**src/rtl/imm_extend_unit.sv**
```systemverilog
// rtl/imm_extend_unit.sv - pipelined immediate extension unit; optional prefix fusion under IMM_EXT_PREFIX_EN
module imm_extend_unit #(
    parameter int IN_W  = 16,
    parameter int OUT_W = 32
) (
    input  logic             clk,
    input  logic             reset,
    input  logic             flush,
    input  logic             in_valid,
    output logic             in_ready,
    input  logic [1:0]       in_mode,
    input  logic [IN_W-1:0]  in_imm,
    output logic             out_valid,
    input  logic             out_ready,
    output logic [OUT_W-1:0] out_data,
    output logic             out_fused
);

    logic             out_valid_q, out_valid_d;
    logic [OUT_W-1:0] out_data_q,  out_data_d;
    logic             out_fused_q, out_fused_d;
    logic             accept;

    assign in_ready  = !out_valid_q || out_ready;
    assign accept    = in_valid && in_ready;
    assign out_valid = out_valid_q;
    assign out_data  = out_data_q;

    // Plain (non-fused) extension; mode 11 falls through to zero-on-high.
    function automatic logic [OUT_W-1:0] extend(input logic [1:0] mode, input logic [IN_W-1:0] imm);
        logic [OUT_W-1:0] r;
        r = '0;
        case (mode)
            2'b00: begin
                r = {OUT_W{imm[IN_W-1]}};
                r[IN_W-1:0] = imm;
            end
            2'b01: r[OUT_W-1:OUT_W-IN_W] = imm;
            default: r[IN_W-1:0] = imm;
        endcase
        return r;
    endfunction

`ifdef IMM_EXT_PREFIX_EN
    typedef enum logic {
        NOPFX = 1'b0,
        PFX   = 1'b1
    } pfx_state_e;

    pfx_state_e      state_q, state_d;
    logic [IN_W-1:0] prefix_q, prefix_d;

    // Prefix high half above the current low half, zero above 2*IN_W.
    function automatic logic [OUT_W-1:0] fuse(input logic [IN_W-1:0] hi, input logic [IN_W-1:0] lo);
        logic [OUT_W-1:0] r;
        r = '0;
        r[2*IN_W-1:IN_W] = hi;
        r[IN_W-1:0]      = lo;
        return r;
    endfunction

    // Next state: flush wins over accept; a mode-11 accept only updates the prefix.
    always_comb begin
        state_d     = state_q;
        prefix_d    = prefix_q;
        out_valid_d = out_valid_q && !out_ready;
        out_data_d  = out_data_q;
        out_fused_d = out_fused_q;
        if (flush) begin
            out_valid_d = 1'b0;
            state_d     = NOPFX;
            prefix_d    = '0;
        end else if (accept) begin
            if (in_mode == 2'b11) begin
                state_d  = PFX;
                prefix_d = in_imm;
            end else begin
                state_d     = NOPFX;
                out_valid_d = 1'b1;
                if (state_q == PFX && in_mode != 2'b01) begin
                    out_data_d  = fuse(prefix_q, in_imm);
                    out_fused_d = 1'b1;
                end else begin
                    out_data_d  = extend(in_mode, in_imm);
                    out_fused_d = 1'b0;
                end
            end
        end
    end

    // State, prefix and output registers with synchronous reset.
    always_ff @(posedge clk) begin
        if (reset) begin
            state_q     <= NOPFX;
            prefix_q    <= '0;
            out_valid_q <= 1'b0;
            out_data_q  <= '0;
            out_fused_q <= 1'b0;
        end else begin
            state_q     <= state_d;
            prefix_q    <= prefix_d;
            out_valid_q <= out_valid_d;
            out_data_q  <= out_data_d;
            out_fused_q <= out_fused_d;
        end
    end

    assign out_fused = out_fused_q;
`else
    // Next output: flush drops the held result; every accept produces a result.
    always_comb begin
        out_valid_d = out_valid_q && !out_ready;
        out_data_d  = out_data_q;
        out_fused_d = 1'b0;
        if (flush) begin
            out_valid_d = 1'b0;
        end else if (accept) begin
            out_valid_d = 1'b1;
            out_data_d  = extend(in_mode, in_imm);
        end
    end

    // Output register with synchronous reset.
    always_ff @(posedge clk) begin
        if (reset) begin
            out_valid_q <= 1'b0;
            out_data_q  <= '0;
            out_fused_q <= 1'b0;
        end else begin
            out_valid_q <= out_valid_d;
            out_data_q  <= out_data_d;
            out_fused_q <= out_fused_d;
        end
    end

    assign out_fused = 1'b0;
`endif

endmodule
```
**config.mk**
```make
export PLATFORM = sky130hd
export DESIGN_NAME = imm_extend_unit
export DESIGN_NICKNAME = d
export VERILOG_FILES = /design/src/rtl/imm_extend_unit.sv
export SDC_FILE = /design/constraint.sdc
export NUM_CORES = 1
export LEC_CHECK = 0
export CAP_MARGIN = 20
export CORE_UTILIZATION = 43
export CTS_CLUSTER_SIZE = 40
export DETAILED_ROUTE_END_ITERATION = 7
export HOLD_SLACK_MARGIN = 0.08
export PLACE_DENSITY = 0.85
export SLEW_MARGIN = 20
export SYNTH_ARGS = -nofsm -noshare
export SYNTH_HDL_FRONTEND = slang
export SYNTH_SLANG_ARGS = --single-unit
```
**constraint.sdc**
```tcl
create_clock -name clk -period 1.4 [get_ports clk]
set_input_delay 0.28 -clock clk [delete_from_list [all_inputs] [get_ports clk]]
set_output_delay 0.28 -clock clk [all_outputs]
set_load 0.03 [all_outputs]
```
After elaboration in Yosys (flattened, before gate mapping). Cells that the tools add are included.

Equality and inequality tests: 1. Mux-type cells: 3. Bitwise gates (word level): 1. Reduce and logical (&&, ||, !) cells: 8.

Operator list (count): one-hot mux 16 bit (2 select lines) (1); 2-to-1 mux 16 bit (1); == test 2 x 1 -> 1 bit (second input constant) (1); logical AND 1 bit (2); logical NOT 1 bit (2); logical NOT 2 bit (1); AND reduction 2 bit (1); OR reduction 2 bit (1); logical OR 1 bit (1); 2-to-1 mux 1 bit (1); inverter 1 bit (1).

Flip-flop bits (word level): 33. Input bits: 23. Output and inout port bits: 35.

Longest topological paths before layout.
Depth after elaboration: 4. Gate-level depth with buffers: 7. Depth with buffers taken out: 4.

Least setup slack after synthesis. OpenSTA, ideal clock, no wires.

Path kind: reg-to-reg. From: reg out_valid_q (netlist: out_valid). To: reg out_data_q[16] (netlist: out_data[16]). Arrival time: 1.287 ns. Data required time: 1.285 ns. Setup slack: -0.002 ns. Stages on the path, launching flop included: 8. Period minus slack after synthesis: 1.402 ns. Path through: dfxtp_1 > nor2b_4 > buf_6 > inv_6 > buf_8 > nand3_4 > buf_6 > o2bb2ai_2.

Longest elaborated chain between the ends: 4.

Ends and longest elaborated chain: from (decl) (RTL line 19) `logic out_valid_q, out_valid_d;`; from (signal assigned) (RTL line 130) `out_valid_q <= out_valid_d;`; logical NOT 1 bit (RTL line 24) `assign in_ready = !out_valid_q || out_ready;`; logical OR 1 bit (RTL line 24); logical AND 1 bit (RTL line 25) `assign accept = in_valid && in_ready;`; AND reduction 2 bit (no source line); to (signal assigned) (RTL line 131) `out_data_q <= out_data_d;`; to (decl) (RTL line 20) `logic [OUT_W-1:0] out_data_q, out_data_d;`.

No other way between the ends. A chain may end at the register's enable or synchronous reset.

Worst setup path after layout.
From: reg out_data_q[24] (netlist: out_data[24]). To: out out_data[24].

RTL lines: to (decl) (RTL line 15) `output logic [OUT_W-1:0] out_data,`.

No word-level cell between the ends.

==> summary.md <==
| Metric | Value |
|---|---|
| Avg Inst Size Synth | just over 10 um2 |
| Crit-path cells | clkdlybuf4s15_1 |
| Max-cap violation count | 0 |
| Buffer depth of the longest clock path | 2 |
| WS Path Type | flip-flop to output port |
| Global-route wire length before repair | between 6 and 7 mm |
| Diode count | 0 |
| Synth Cell Area | approximately 0.0015 mm2 |
| GRT Total Usage | 0.236 |
| Largest net degree at the start of global routing | 20 |
| Crit path DAT | 1.10 ns |
| Clock Sinks | 33 |
| Number of I/O pins | 58 |
| Layout cells sized above 1 | 0.250 |
| Main flop type after synthesis | dfxtp_1 |
| Cells on worst reg2reg path | 5 |
| Synth top area share | 0.451 |
| Synth unique cells | 24 |
| Yosys warns | 0 |
| Seq/Total Area, Yosys | 0.451 |
| Root buf cell | clkbuf_4 |
| H-tree Lvls | 2 |
| Register-to-register setup slack | 0.32 ns |
| Post-synth EDFFs | 0 |
| Vias | approximately 1,400 |
| Post-synthesis sequential element count | 33 |
| Clk pin slew, worst setup/hold paths | approximately 0.10 ns |
| Dpl cell area | about 0.0021 mm2 |
| Synth Area in Compound Gates | 0.311 |
| Drt wl/cell | about 15 um |
| Logic pwr share | 0.201 |
| Most instantiated cells after synthesis | dfxtp_1 (33), a21oi_1 (32), o21ai_0 (17) |
| DIE AREA | about 0.0036 mm2 |
| FFs w/ async S/R, synth | 0 |
| Chip width | a little over 60 um |
| Switching share of power | 0.288 |
| Final slew viol count | 0 |
| Initial antenna violation count | 0 |
| Worst R2R Start | out_valid |
| F_max | 726 MHz |
| Tmin final | about 1.4 ns |
| Pint | 1330 uW |
| Setup crit end kind | output port |
| Maximum fanout along the worst path | 2 |
| Critical path endpoint | out_data[24] |
| GP Congestion | about 0.84 |
| DP Wirelength | 2.96 mm |
| CP peak stage delay | approximately 0.38 ns |
| Post-Synth Simple-Gate Area | 0.136 |
| CP max-delay cell | dfxtp_1 |
| Status | complete, no violations |
| Skew-Pair Late Insertion Delay | around 0.35 ns |
| Number of core rows | 20 |
| Cell taking the most area after synthesis | dfxtp_1 |
| CP Buf/Inv Count | 1 |
| Fin Clk Skew | roughly 0.013 ns |
| Largest family of logic cells by synthesized area | compound AO/OA/AOI/OAI gates |
| Sequential Power Share | 0.526 |
| Clock Power Share | 0.272 |
| Final nets | 230 |
| Number of buffers added for setup after CTS | 0 |
| Fillers | between 200 and 250 |
| Remaining DRCs | 0 |
| CP startpoint kind | flip-flop |
| Max VDD drop | between 0.7 and 0.8 mV |
| DIE HEIGHT | 60.4 um |
| RSZ-0062 raised after global routing | no |
| Crit path launch | out_data[24] |
| Setup TNS | 0 ns |
| Sw Pwr | approximately 540 uW |
| Count of final hold-check violations | 0 |
| Final worst path period share | 0.984 |
| Delay-heaviest family, CP | flip-flops |
| Most frequent cell after synthesis | dfxtp_1 |
| Layout Cell Area excl Fill | 0.00213 mm2 |
| Antenna Violating Nets Remaining | 0 |
| Critical R2R Capture | out_data[22] |
| Stages on the worst setup path | 1 |
| Worst hold path startpoint | out_data[19] |
| Port Buffer Count | 56 |
| Mapped Cells | 143 |
| Synth Area in Adders | 0 |
| Vias in the first global route | ~1,300 |
| CTS tree | yes |
| CTS buffer count | 5 |
| Number of vias per cell | 5.46 |
| Mux contribution to synthesized area | 0 |
| DR pass1 iterations | 4 |
| Leakage power | 0.000813 uW |
| Min-Delay Path Class | flip-flop to flip-flop |
| Pwr/cell area | roughly 870 mW/mm2 |
| Hold WS | 0.478 ns |
| Storage element area | approximately 660 um2 |
| Area contributors post-synth | dfxtp_1 (45%), a21oi_1 (11%), o2bb2ai_2 (10%) |
| Initial core utilization | 0.465 |
| Syn nets | 166 |
| Initial DRC Count | 50 |
| Post-synthesis xor/xnor area fraction | 0 |
| Total gr overflow | 0 |
| Drt total wl | ~3.8 mm |
| Worst Path Required | about 1.1 ns |
| Area of the multi-input gates | roughly 660 um2 |
| CORE AREA | ~0.0032 mm2 |
| Final setup viols | 0 |
| Area grow syn2layout | 45.6% |
-- logic make-up after synthesis --
group,after synthesis
compound gates,65
other cells,1
buf+inv,17
flops,33
simple gates,27
-- power groups by stage --
| stage | sequential [uW] | combinational [uW] | clock [uW] |
|---|---|---|---|
| floorplan | 1060 | 151 | 0 |
| global placement | 1000 | 383 | 0 |
| detailed placement | 1010 | 393 | 0 |
| CTS | 983 | 374 | 519 |
| global route | 987 | 403 | 563 |
| finish | 983 | 376 | 508 |
-- layout by cell type, fill, tap and decap left out, drive strengths merged, types with 3 or more instances in the layout --
cell           Yosys  final
clkdlybuf4s15      0     16
a21oi             33     33
buf               13     18
clkbuf             3     12
nor2b              3      3
dfxtp             33     33
o21ai             17     17
dlygate4sd2        0     12
o2bb2ai           15     15
clkdlybuf4s50      0     21
nand4             16     16
-- metal layers --
layer,global-route usage,up-vias,wire length [um]
li1,-,663,-
met1,0.287,644,1650
met2,0.380,57,1860
met3,0.0661,11,230
met4,0.120,0,90
met5,0,-,0
-- how the worst min path moves through the flow --
stage | end | cells past startpoint
4_1_cts | out_data[19] | 1
2_1_floorplan | out_valid | 1
5_1_grt | out_data[19] | 1
3_5_place_dp | out_data[19] | 1
3_3_place_gp | out_data[22] | 1
6_report | out_data[19] | 1
-- metrics by stage --
step	util	instances	power [uW]	setup slack (ns)
4_1_cts	0.680	252	1880	0.00179
2_1_floorplan	-	143	1210	0.116
6_report	0.677	252	1870	0.0225
3_5_place_dp	0.672	244	1400	-0.256
3_3_place_gp	0.672	244	1390	-0.183
5_1_grt	0.677	252	1950	0.00119
-- repair_timing --
action                                  4_1_cts  5_1_grt
hold buffers                                  0        0
resized for setup                            47       20
endpoints found under the setup margin       34       18
-- cell type report --
| type | count | share of cell area |
|---|---|---|
| Clock inverter | 2 | 0.00469 |
| Clock buffer | 6 | 0.0193 |
| Tap cell | 44 | 0.0258 |
| Timing Repair Buffer | 73 | 0.328 |
| Multi-Input combinational cell | 93 | 0.308 |
| Inverter | 1 | 0.00410 |
| Sequential cell | 33 | 0.310 |
-- registers in the layout, summed over array words and instances, names as in the netlist --
| signal | flops |
|---|---|
| out_valid | 1 |
| out_data | 32 |
(Power assumes the default switching activity.)
